--- config.mk ---
export PLATFORM = sky130hd
export DESIGN_NAME = flag_unit
export DESIGN_NICKNAME = d
export VERILOG_FILES = /design/src/rtl/flag_pkg.sv /design/src/rtl/flag_stack.sv /design/src/rtl/flag_unit.sv
export SDC_FILE = /design/constraint.sdc
export NUM_CORES = 1
export LEC_CHECK = 0
export CAP_MARGIN = 20
export CORE_MARGIN = 2
export CORE_UTILIZATION = 25
export CTS_CLUSTER_SIZE = 30
export DETAILED_ROUTE_END_ITERATION = 7
export HOLD_SLACK_MARGIN = 0.12
export PLACE_DENSITY = 0.56
export SKIP_LAST_GASP = 1
export SLEW_MARGIN = 0
export SYNTH_ARGS = -nofsm -noshare
export SYNTH_HDL_FRONTEND = slang
export SYNTH_SLANG_ARGS = --single-unit
export TNS_END_PERCENT = 100
--- constraint.sdc ---
create_clock -name clk -period 1.9 [get_ports clk]
set_input_delay 0.285 -clock clk [delete_from_list [all_inputs] [get_ports clk]]
set_output_delay 0.285 -clock clk [all_outputs]
set_load 0.02 [all_outputs]
--- src/rtl/flag_pkg.sv ---
// Shared definitions for the status-flag unit: flag bit positions, the packed
// flag vector, condition-code encodings and the condition evaluator.
package flag_pkg;

    localparam int FLG_Z  = 0;
    localparam int FLG_O  = 1;
    localparam int FLG_C  = 2;
    localparam int FLG_S  = 3;
    localparam int NFLAGS = 4;

    // Bit order {S,C,O,Z}, matching the update mask.
    typedef logic [NFLAGS-1:0] flags_t;

    typedef enum logic [3:0] {
        COND_AL = 4'd0,   // always
        COND_EQ = 4'd1,   // Z
        COND_NE = 4'd2,   // !Z
        COND_CS = 4'd3,   // C
        COND_CC = 4'd4,   // !C
        COND_MI = 4'd5,   // S
        COND_PL = 4'd6,   // !S
        COND_VS = 4'd7,   // O
        COND_VC = 4'd8,   // !O
        COND_LT = 4'd9,   // signed less-than
        COND_GE = 4'd10,  // signed greater-or-equal
        COND_LS = 4'd11,  // unsigned lower-or-same
        COND_HI = 4'd12,  // unsigned higher
        COND_LE = 4'd13,  // signed less-or-equal
        COND_GT = 4'd14,  // signed greater-than
        COND_NV = 4'd15   // never
    } cond_t;

    // Evaluate one condition code against a flag vector.
    function automatic logic eval_cond(input flags_t f, input cond_t c);
        logic z;
        logic o;
        logic cy;
        logic s;
        logic res;
        z   = f[FLG_Z];
        o   = f[FLG_O];
        cy  = f[FLG_C];
        s   = f[FLG_S];
        res = 1'b0;
        case (c)
            COND_AL: res = 1'b1;
            COND_EQ: res = z;
            COND_NE: res = ~z;
            COND_CS: res = cy;
            COND_CC: res = ~cy;
            COND_MI: res = s;
            COND_PL: res = ~s;
            COND_VS: res = o;
            COND_VC: res = ~o;
            COND_LT: res = s ^ o;
            COND_GE: res = ~(s ^ o);
            COND_LS: res = cy | z;
            COND_HI: res = ~(cy | z);
            COND_LE: res = z | (s ^ o);
            COND_GT: res = ~(z | (s ^ o));
            COND_NV: res = 1'b0;
            default: res = 1'b0;
        endcase
        return res;
    endfunction

endpackage

--- src/rtl/flag_stack.sv ---
// LIFO of saved flag vectors with depth tracking and a sticky error bit that
// records push-on-full and pop-on-empty attempts.
module flag_stack
    import flag_pkg::*;
#(
    parameter int DEPTH = 4,
    parameter int DW    = $clog2(DEPTH + 1)
) (
    input  logic          clk,
    input  logic          reset,
    input  logic          push_i,
    input  logic          pop_i,
    input  logic          clear_err_i,
    input  flags_t        wr_flags_i,
    output flags_t        top_flags_o,
    output logic          pop_ok_o,
    output logic [DW-1:0] depth_o,
    output logic          full_o,
    output logic          empty_o,
    output logic          err_o
);

    flags_t        stack_q [DEPTH];
    logic [DW-1:0] depth_q;
    logic [DW-1:0] depth_d;
    logic          err_q;
    logic          err_d;
    logic          push_only;
    logic          pop_only;
    logic          push_ok;
    logic          pop_ok;
    logic          full;
    logic          empty;

    // Simultaneous push and pop cancel: nothing moves and no error is raised.
    assign push_only = push_i & ~pop_i;
    assign pop_only  = pop_i & ~push_i;
    assign full      = (depth_q == DW'(DEPTH));
    assign empty     = (depth_q == '0);
    assign push_ok   = push_only & ~full;
    assign pop_ok    = pop_only & ~empty;

    // Next depth and sticky error; a fresh error outranks clear_err.
    always_comb begin
        // NOTE: every combinational output gets a default first so no path leaves it unassigned (no latch).
        depth_d = depth_q;
        if (push_ok) begin
            depth_d = depth_q + DW'(1);
        end else if (pop_ok) begin
            depth_d = depth_q - DW'(1);
        end
        err_d = (push_only & full) | (pop_only & empty) | (err_q & ~clear_err_i);
    end

    // Control state: depth counter and error flag, asynchronously reset.
    always_ff @(posedge clk or posedge reset) begin
        if (reset) begin
            // NOTE: sequential state uses non-blocking assignments so all registers update together.
            depth_q <= '0;
            err_q   <= 1'b0;
        end else begin
            depth_q <= depth_d;
            err_q   <= err_d;
        end
    end

    // Stack storage: write the saved flags into the slot at the current depth.
    // NOTE: storage has no reset; depth alone decides which entries are meaningful.
    always_ff @(posedge clk) begin
        for (int i = 0; i < DEPTH; i++) begin
            if (push_ok && depth_q == DW'(i)) begin
                stack_q[i] <= wr_flags_i;
            end
        end
    end

    // Read the top-of-stack entry (slot depth-1); zero when empty.
    always_comb begin
        top_flags_o = '0;
        for (int i = 0; i < DEPTH; i++) begin
            if (depth_q == DW'(i + 1)) begin
                top_flags_o = stack_q[i];
            end
        end
    end

    assign pop_ok_o = pop_ok;
    assign depth_o  = depth_q;
    assign full_o   = full;
    assign empty_o  = empty;
    assign err_o    = err_q;

endmodule

--- src/rtl/flag_unit.sv ---
// Status-flag unit: captures Z/O/C/S from the ALU result with per-flag masking,
// saves/restores them through a hardware stack and evaluates branch conditions.
module flag_unit
    import flag_pkg::*;
#(
    parameter  int WIDTH = 8,
    parameter  int DEPTH = 4,
    localparam int DW    = $clog2(DEPTH + 1)
) (
    input  logic             clk,
    input  logic             reset,
    input  logic [WIDTH-1:0] data_in,
    input  logic             overflow,
    input  logic             carry,
    input  logic             we,
    input  logic [3:0]       upd_mask,
    input  logic             push,
    input  logic             pop,
    input  logic             clear_err,
    input  logic [3:0]       cond,
    output logic             zflag,
    output logic             oflag,
    output logic             cflag,
    output logic             sflag,
    output logic             cond_true,
    output logic [DW-1:0]    depth,
    output logic             stack_full,
    output logic             stack_empty,
    output logic             stack_err
);

    flags_t flags_q;
    flags_t flags_d;
    flags_t alu_flags;
    flags_t top_flags;
    logic   pop_ok;
    logic   we_blocked;

    // Any pop request without a push suppresses the update, even when the
    // stack is empty and nothing is actually restored.
    assign we_blocked = pop & ~push;

    // Flags derived from the current ALU result.
    always_comb begin
        alu_flags        = '0;
        alu_flags[FLG_Z] = (data_in == '0);
        alu_flags[FLG_O] = overflow;
        alu_flags[FLG_C] = carry;
        alu_flags[FLG_S] = data_in[WIDTH-1];
    end

    // Next live flags: a restore wins, otherwise a masked update.
    always_comb begin
        flags_d = flags_q;
        if (pop_ok) begin
            flags_d = top_flags;
        end else if (we && !we_blocked) begin
            flags_d = (flags_q & ~upd_mask) | (alu_flags & upd_mask);
        end
    end

    // Live flag register.
    always_ff @(posedge clk or posedge reset) begin
        if (reset) begin
            flags_q <= '0;
        end else begin
            flags_q <= flags_d;
        end
    end

    // The stack always saves the pre-update live flags.
    flag_stack #(
        .DEPTH (DEPTH),
        .DW    (DW)
    ) u_stack (
        .clk         (clk),
        .reset       (reset),
        .push_i      (push),
        .pop_i       (pop),
        .clear_err_i (clear_err),
        .wr_flags_i  (flags_q),
        .top_flags_o (top_flags),
        .pop_ok_o    (pop_ok),
        .depth_o     (depth),
        .full_o      (stack_full),
        .empty_o     (stack_empty),
        .err_o       (stack_err)
    );

    assign zflag     = flags_q[FLG_Z];
    assign oflag     = flags_q[FLG_O];
    assign cflag     = flags_q[FLG_C];
    assign sflag     = flags_q[FLG_S];
    assign cond_true = eval_cond(flags_q, cond_t'(cond));

endmodule

==> flow_metrics.py, run 1 <==
metrics = {
    "place": {
        "dp_hpwl_um": 2820,
        "port_buffers": 34,
        "place_ws_ps": -507,
        "place_congestion": 0.810,
    },
    "critical_path": {
        "reg2regPathDepth": 7,
        "worstPathRequired_ps": 1620,
        "max_stage_delay_ps": 480,
        "crit_family": "flip-flops",
        "reg2reg_slack_ps": 170,
        "startpoint_type": "register",
        "worstPathCellList": "xnor2_4, a41oi_2, nand4b_1, a22o_1, buf_6",
        "path_buf_inv": 1,
        "crit_type": "reg2out",
        "cpMaxStageDelayCell": "dfrtp_2",
        "end_kind": "primary output",
        "arrival_ps": 1590,
        "crit_fanout": 5,
        "reg2reg_from": "u_stack.depth_o[1]$_DFFE_PP0P_",
    },
    "routing": {
        "drt_iter0_markers": 68,
        "drt_first_pass_iters": 4,
        "drc": 0,
        "viasPerCell": 4.85,
        "wl_per_cell_um": 13.4,
        "wl_um": 3780,
        "via_count": 1367,
        "ant_nets": 0,
    },
    "cells_and_area": {
        "antenna_cells": 0,
        "area_delta_synth_final_pct": 50.7,
        "nNetsFinal": 241,
        "drive_above_1_share": 0.262,
    },
    "clock_network": {
        "cts.sinks": 24,
        "clock_latency_ps": 270,
        "root_buffer": "clkbuf_8",
        "tritoncts": "built",
        "htree_levels": 1,
        "clockBufferDepth": 2,
        "cts_buffers": 3,
        "clk_pin_slew_worst_paths_ps": 90,
        "hold_buffers": 0,
    },
    "yosys": {
        "syn_inst": 147,
        "synth_top_flop_cell": "edfxtp_1",
        "avgSynthCellArea_um2": 10.0,
        "synth_nets": 177,
        "synth_area_um2": 1470,
        "synthArstFlopShare": 0.333,
        "yosysSeqAreaShare": 0.462,
        "synth.distinct_cells": 39,
        "ys_ff_latch": 24,
        "yosys_warnings": 0,
        "synth_edf_count": 16,
    },
    "floorplan": {
        "ios": 35,
        "die_y_um": 80.8,
        "dieArea_um2": 6530,
        "die_width_um": 80.8,
        "rows": 27,
        "initial_core_util": 0.263,
        "core_um2": 5610,
    },
    "sta": {
        "rsz0062_at_grt": "yes",
        "finalHoldViolCount": 0,
        "finalCritPeriodShare": 0.986,
        "setup_viol": 0,
        "drv_slew": 0,
        "post-route-min-period_ps": 1870,
        "hold_slack_ps": 280,
        "max_slew_margin": 0.735,
        "worst_pin_slew_ps": 388,
        "finClkSkew_ps": 5.62,
        "postLayoutSetupSlackWorst_ps": 26.0,
        "fmax_mhz": 534,
    },
    "global_routing": {
        "met2_usage": 0.187,
        "met3_usage": 0.0289,
        "grt_pass1_vias": 1265,
        "grt_pass1_wl_um": 6070,
        "grt_max_degree": 14,
        "antenna_found_initial": 0,
        "grt-ovfl-total": 0,
        "track_usage": 0.123,
        "grt.busiest_layer": "met2",
        "use_met1": 0.173,
    },
    "power": {
        "p_int_mw": 1.78,
        "comb_power_share": 0.598,
        "p_clk_frac": 0.105,
        "power-per-cell-area_nw_per_um2": 1320,
        "ir_worst_vdd_v": 0.000523,
        "power.leakage_nw": 0.921,
        "p_sw_mw": 1.16,
        "power.share.sequential": 0.297,
        "swShare": 0.395,
    },
    "outcome": {
        "status": "finished, final reports clean",
    },
    "run": {
        "max_cap_viol_count": 0,
    },
    "hold_path": {
        "hp-class": "in2async",
    },
}
-- power groups by stage --
stage | clock network [mW] | registers, mW | logic, mW
3_5_place_dp | 0 | 0.854 | 1.63
6_report | 0.308 | 0.874 | 1.76
3_3_place_gp | 0 | 0.854 | 1.64
5_1_grt | 0.342 | 0.890 | 1.92
4_1_cts | 0.315 | 0.843 | 1.62
2_1_floorplan | 0 | 0.962 | 0.699
-- layout by cell type (no fill, tap or decap), drive strengths merged, types with 2 or more instances in the layout --
| cell type | instances |
|---|---|
| nand2b | 8 |
| mux2i | 3 |
| nand3 | 8 |
| or2b | 2 |
| dfrtp | 8 |
| nand2 | 10 |
| buf | 35 |
| o21ai | 10 |
| ha | 6 |
| a21oi | 12 |
| nor4 | 3 |
| edfxtp | 16 |
| clkdlybuf4s50 | 28 |
| dlymetal6s2s | 3 |
| xnor2 | 3 |
| a31oi | 2 |
| a311oi | 5 |
| a21o | 2 |
| nor2 | 5 |
| a211oi | 5 |
| clkbuf | 4 |
| nor3b | 3 |
| inv | 13 |
-- layout make-up --
class                           count  area [um^2]
Fill cell                         580         3390
Multi-Input combinational cell    101          754
Sequential cell                    24          684
Timing Repair Buffer               68          598
Tap cell                           72         90.1
Inverter                           13         48.8
Clock buffer                        3         41.3
Clock inverter                      1         3.75
-- synth_stat cells (2+ instances only) --
cell type,n,area [um^2]
a21oi_1,12,60.1
nor2_1,5,18.8
a311oi_1,5,43.8
a211oi_1,5,37.5
clkbuf_1,2,7.51
a31oi_1,2,12.5
inv_1,13,48.8
xnor2_1,3,26.3
or2b_1,2,15.0
nand2_1,10,37.5
buf_2,2,10.0
edfxtp_1,16,480
dfrtp_1,8,200
nand2b_1,6,37.5
a21o_1,2,15.0
ha_1,6,75.1
mux2i_1,3,30.0
nor4_1,3,18.8
nor3b_1,3,22.5
nand2b_4,2,27.5
buf_6,3,33.8
o21ai_0,10,50.1
nand3_1,8,40.0
-- what timing repair did --
item / in CTS / in global routing
endpoints found under the setup margin: 3 / 6
gates cloned: 0 / 0
resized for setup: 3 / 25
setup buffers: 0 / 2
pin swaps: 0 / 4
-- metrics by stage --
step                cell area, um^2  std cells  TNS, ps   util  total power, mW
floorplan                      1480        147        0      -             1.66
global placement               2090        276     -470  0.372             2.49
detailed placement             2090        276     -507  0.372             2.49
CTS                            2130        280     -252  0.379             2.78
global route                   2220        282    -54.1  0.396             3.15
finish                         2220        282        0  0.396             2.94
-- how the worst max path moves through the flow --
| stage | start | to | slack, ps | depth (start not counted) |
|---|---|---|---|---|
| 3_5_place_dp | cond[0] | cond_true | -510 | 6 |
| 4_1_cts | cond[0] | cond_true | -250 | 6 |
| 3_3_place_gp | cond[0] | cond_true | -470 | 6 |
| 2_1_floorplan | u_stack.depth_o[1]$_DFFE_PP0P_ | u_stack.stack_q[3][0]$_DFFE_PP_ | 20 | 6 |
| 5_1_grt | register | cond_true | -50 | 5 |
| 6_report | register | cond_true | 30 | 5 |
-- metal layers --
metal | up-vias | wire, um
met2 | 53 | 1700
met1 | 635 | 1770
met4 | 0 | 48
met3 | 4 | 256
met5 | - | 0
li1 | 675 | -
-- cells by family after synthesis --
group / Yosys count / share of synthesized area
flip-flops: 24 / 0.462
AO/OA/AOI/OAI: 45 / 0.201
buffers and inverters: 22 / 0.0764
multiplexers: 3 / 0.0204
AND/OR/NAND/NOR: 44 / 0.171
adder cells (fa/ha/maj): 6 / 0.0509
XOR/XNOR: 3 / 0.0178
(Power assumes the default switching activity.)
==> run 2: changes to the inputs <==
--- a/config.mk
+++ b/config.mk
@@ -8,7 +8,6 @@
 export CAP_MARGIN = 20
 export CORE_MARGIN = 2
 export CORE_UTILIZATION = 25
-export CTS_CLUSTER_SIZE = 30
 export DETAILED_ROUTE_END_ITERATION = 7
 export HOLD_SLACK_MARGIN = 0.12
 export PLACE_DENSITY = 0.56
==> results of run 2 <==
No change in the layout: final DEF, timing and power equal those of run 1.
==> run 3: changes to the inputs <==
--- a/config.mk
+++ b/config.mk
@@ -7,10 +7,11 @@
 export LEC_CHECK = 0
 export CAP_MARGIN = 20
 export CORE_MARGIN = 2
-export CORE_UTILIZATION = 25
+export CORE_UTILIZATION = 40
+export CTS_CLUSTER_DIAMETER = 30
 export DETAILED_ROUTE_END_ITERATION = 7
 export HOLD_SLACK_MARGIN = 0.12
-export PLACE_DENSITY = 0.56
+export PLACE_DENSITY = 0.78
 export SKIP_LAST_GASP = 1
 export SLEW_MARGIN = 0
 export SYNTH_ARGS = -nofsm -noshare
==> flow_metrics.py, run 3 (synthesis results as in run 1) <==
metrics = {
    "sta": {
        "fin_setup_tns_ps": -44.1,
        "rsz0062_at_grt": "yes",
        "finalHoldViolCount": 0,
        "drv_slew": 0,
        "post-route-min-period_ps": 1940,
        "setup_viol": 1,
        "fmax_mhz": 514,
        "worst_pin_slew_ps": 475,
        "finalCritPeriodShare": 1.02,
        "max_slew_margin": 0.675,
        "postLayoutSetupSlackWorst_ps": -44.1,
        "finClkSkew_ps": 5.65,
    },
    "power": {
        "power.leakage_nw": 0.883,
        "ir_worst_vdd_v": 0.000653,
        "power.total_mw": 2.82,
        "power-per-cell-area_nw_per_um2": 1340,
    },
    "cells_and_area": {
        "antenna_cells": 0,
        "seq_area_um2": 682,
        "fill_cells": 314,
        "fin_util": 0.584,
        "final_cell_mix": "buf_4, clkdlybuf4s50_1, edfxtp_1, inv_1, a21oi_1",
        "multiInputGateArea_um2": 711,
        "nNetsFinal": 238,
        "area_delta_synth_final_pct": 42.9,
        "mostFrequentLayoutCell": "buf_4",
        "drive_above_1_share": 0.218,
    },
    "clock_network": {
        "cts_buffers": 3,
        "hold_buffers": 0,
        "htree_levels": 1,
        "clock_latency_ps": 270,
        "tritoncts": "built",
        "root_buffer": "clkbuf_8",
        "clk_pin_slew_worst_paths_ps": 80,
        "cts.sinks": 24,
        "clockBufferDepth": 2,
    },
    "place": {
        "place_congestion": 0.834,
        "port_buffers": 34,
        "place_ws_ps": -595,
        "dp_hpwl_um": 3070,
    },
    "routing": {
        "ant_nets": 0,
        "wl_um": 3930,
        "wl_per_cell_um": 15.5,
        "drc": 0,
        "drt_iter0_markers": 116,
        "viasPerCell": 5.59,
        "drt_first_pass_iters": 4,
        "via_count": 1420,
    },
    "critical_path": {
        "reg2reg_slack_ps": 140,
        "worstPathRequired_ps": 1620,
        "reg2reg_from": "u_stack.depth_o[1]$_DFFE_PP0P_",
        "worstPathCellList": "xnor2_2, a41oi_1, nand4b_1, a22o_1, buf_2",
        "crit_fanout": 4,
        "crit_type": "reg2out",
        "max_stage_delay_ps": 450,
        "arrival_ps": 1660,
        "startpoint_type": "register",
        "cpMaxStageDelayCell": "dfrtp_1",
        "end_kind": "primary output",
        "reg2regPathDepth": 7,
    },
    "run": {
        "max_cap_viol_count": 0,
    },
    "global_routing": {
        "met2_usage": 0.385,
        "grt_max_degree": 13,
        "use_met1": 0.219,
        "antenna_found_initial": 0,
        "track_usage": 0.201,
        "met3_usage": 0.0330,
        "grt_pass1_wl_um": 6440,
        "grt_pass1_vias": 1481,
        "grt.busiest_layer": "met2",
        "grt-ovfl-total": 0,
    },
    "floorplan": {
        "rows": 22,
        "ios": 35,
        "initial_core_util": 0.409,
        "die_width_um": 64.7,
        "core_um2": 3610,
        "die_y_um": 64.7,
        "dieArea_um2": 4190,
    },
    "outcome": {
        "status": "complete, but fails checks",
        "violations": "negative setup slack",
    },
    "hold_path": {
        "hp-class": "in2async",
    },
}
-- run 3: metal layers --
layer	routed length (um)	vias to the layer above	part of all wire
met5	0	-	0
met4	55	0	0.014
met1	1470	679	0.37
met2	2120	73	0.54
li1	-	661	-
met3	281	7	0.072
-- run 3: timing repair --
action	in CTS	in global routing
gates resized for setup	5	13
pin swaps	0	1
buffers inserted	0	1
cloned	0	0
endpoints found under the setup margin	3	14
-- run 3: final cells by class --
| type | instances | area share |
|---|---|---|
| repair buffers | 65 | 0.267 |
| multi-input cells | 101 | 0.337 |
| flip-flops and latches | 24 | 0.324 |
| well taps | 48 | 0.0285 |
| clock buffers | 3 | 0.0196 |
| inverters | 13 | 0.0232 |
-- run 3: power by group --
group | internal [mW] | switching [mW] | total [mW]
Clock | 0.142 | 0.151 | 0.293
Sequential | 0.731 | 0.134 | 0.865
Combinational | 0.823 | 0.842 | 1.67
-- run 3: stage by stage --
step | hold slack, ps | instance area [um^2] | cells
3_3_place_gp | 533 | 2040 | 250
2_1_floorplan | 101 | 1480 | 147
3_5_place_dp | 562 | 2040 | 250
4_1_cts | 301 | 2080 | 253
6_report | 288 | 2110 | 254
5_1_grt | 322 | 2110 | 254
-- run 3: worst max path at each step --
stage / from / endpoint / depth (start not counted) / slack (ps)
global route: register / cond_true / 5 / -110
finish: register / cond_true / 5 / -40
CTS: cond[0] / cond_true / 6 / -250
global placement: cond[0] / cond_true / 6 / -460
floorplan: u_stack.depth_o[1]$_DFFE_PP0P_ / u_stack.stack_q[3][0]$_DFFE_PP_ / 6 / 20
detailed placement: cond[0] / cond_true / 6 / -600
-- run 3: critical path, delay by kind of cell, from the launching register on --
| family | cells | cell delay, ps |
|---|---|---|
| xor gates and xnor gates | 1 | 190 |
| DFF | 1 | 450 |
| buffers and inverters | 1 | 160 |
| and+or+nand+nor | 1 | 140 |
| AOI/OAI and AO/OA | 2 | 450 |
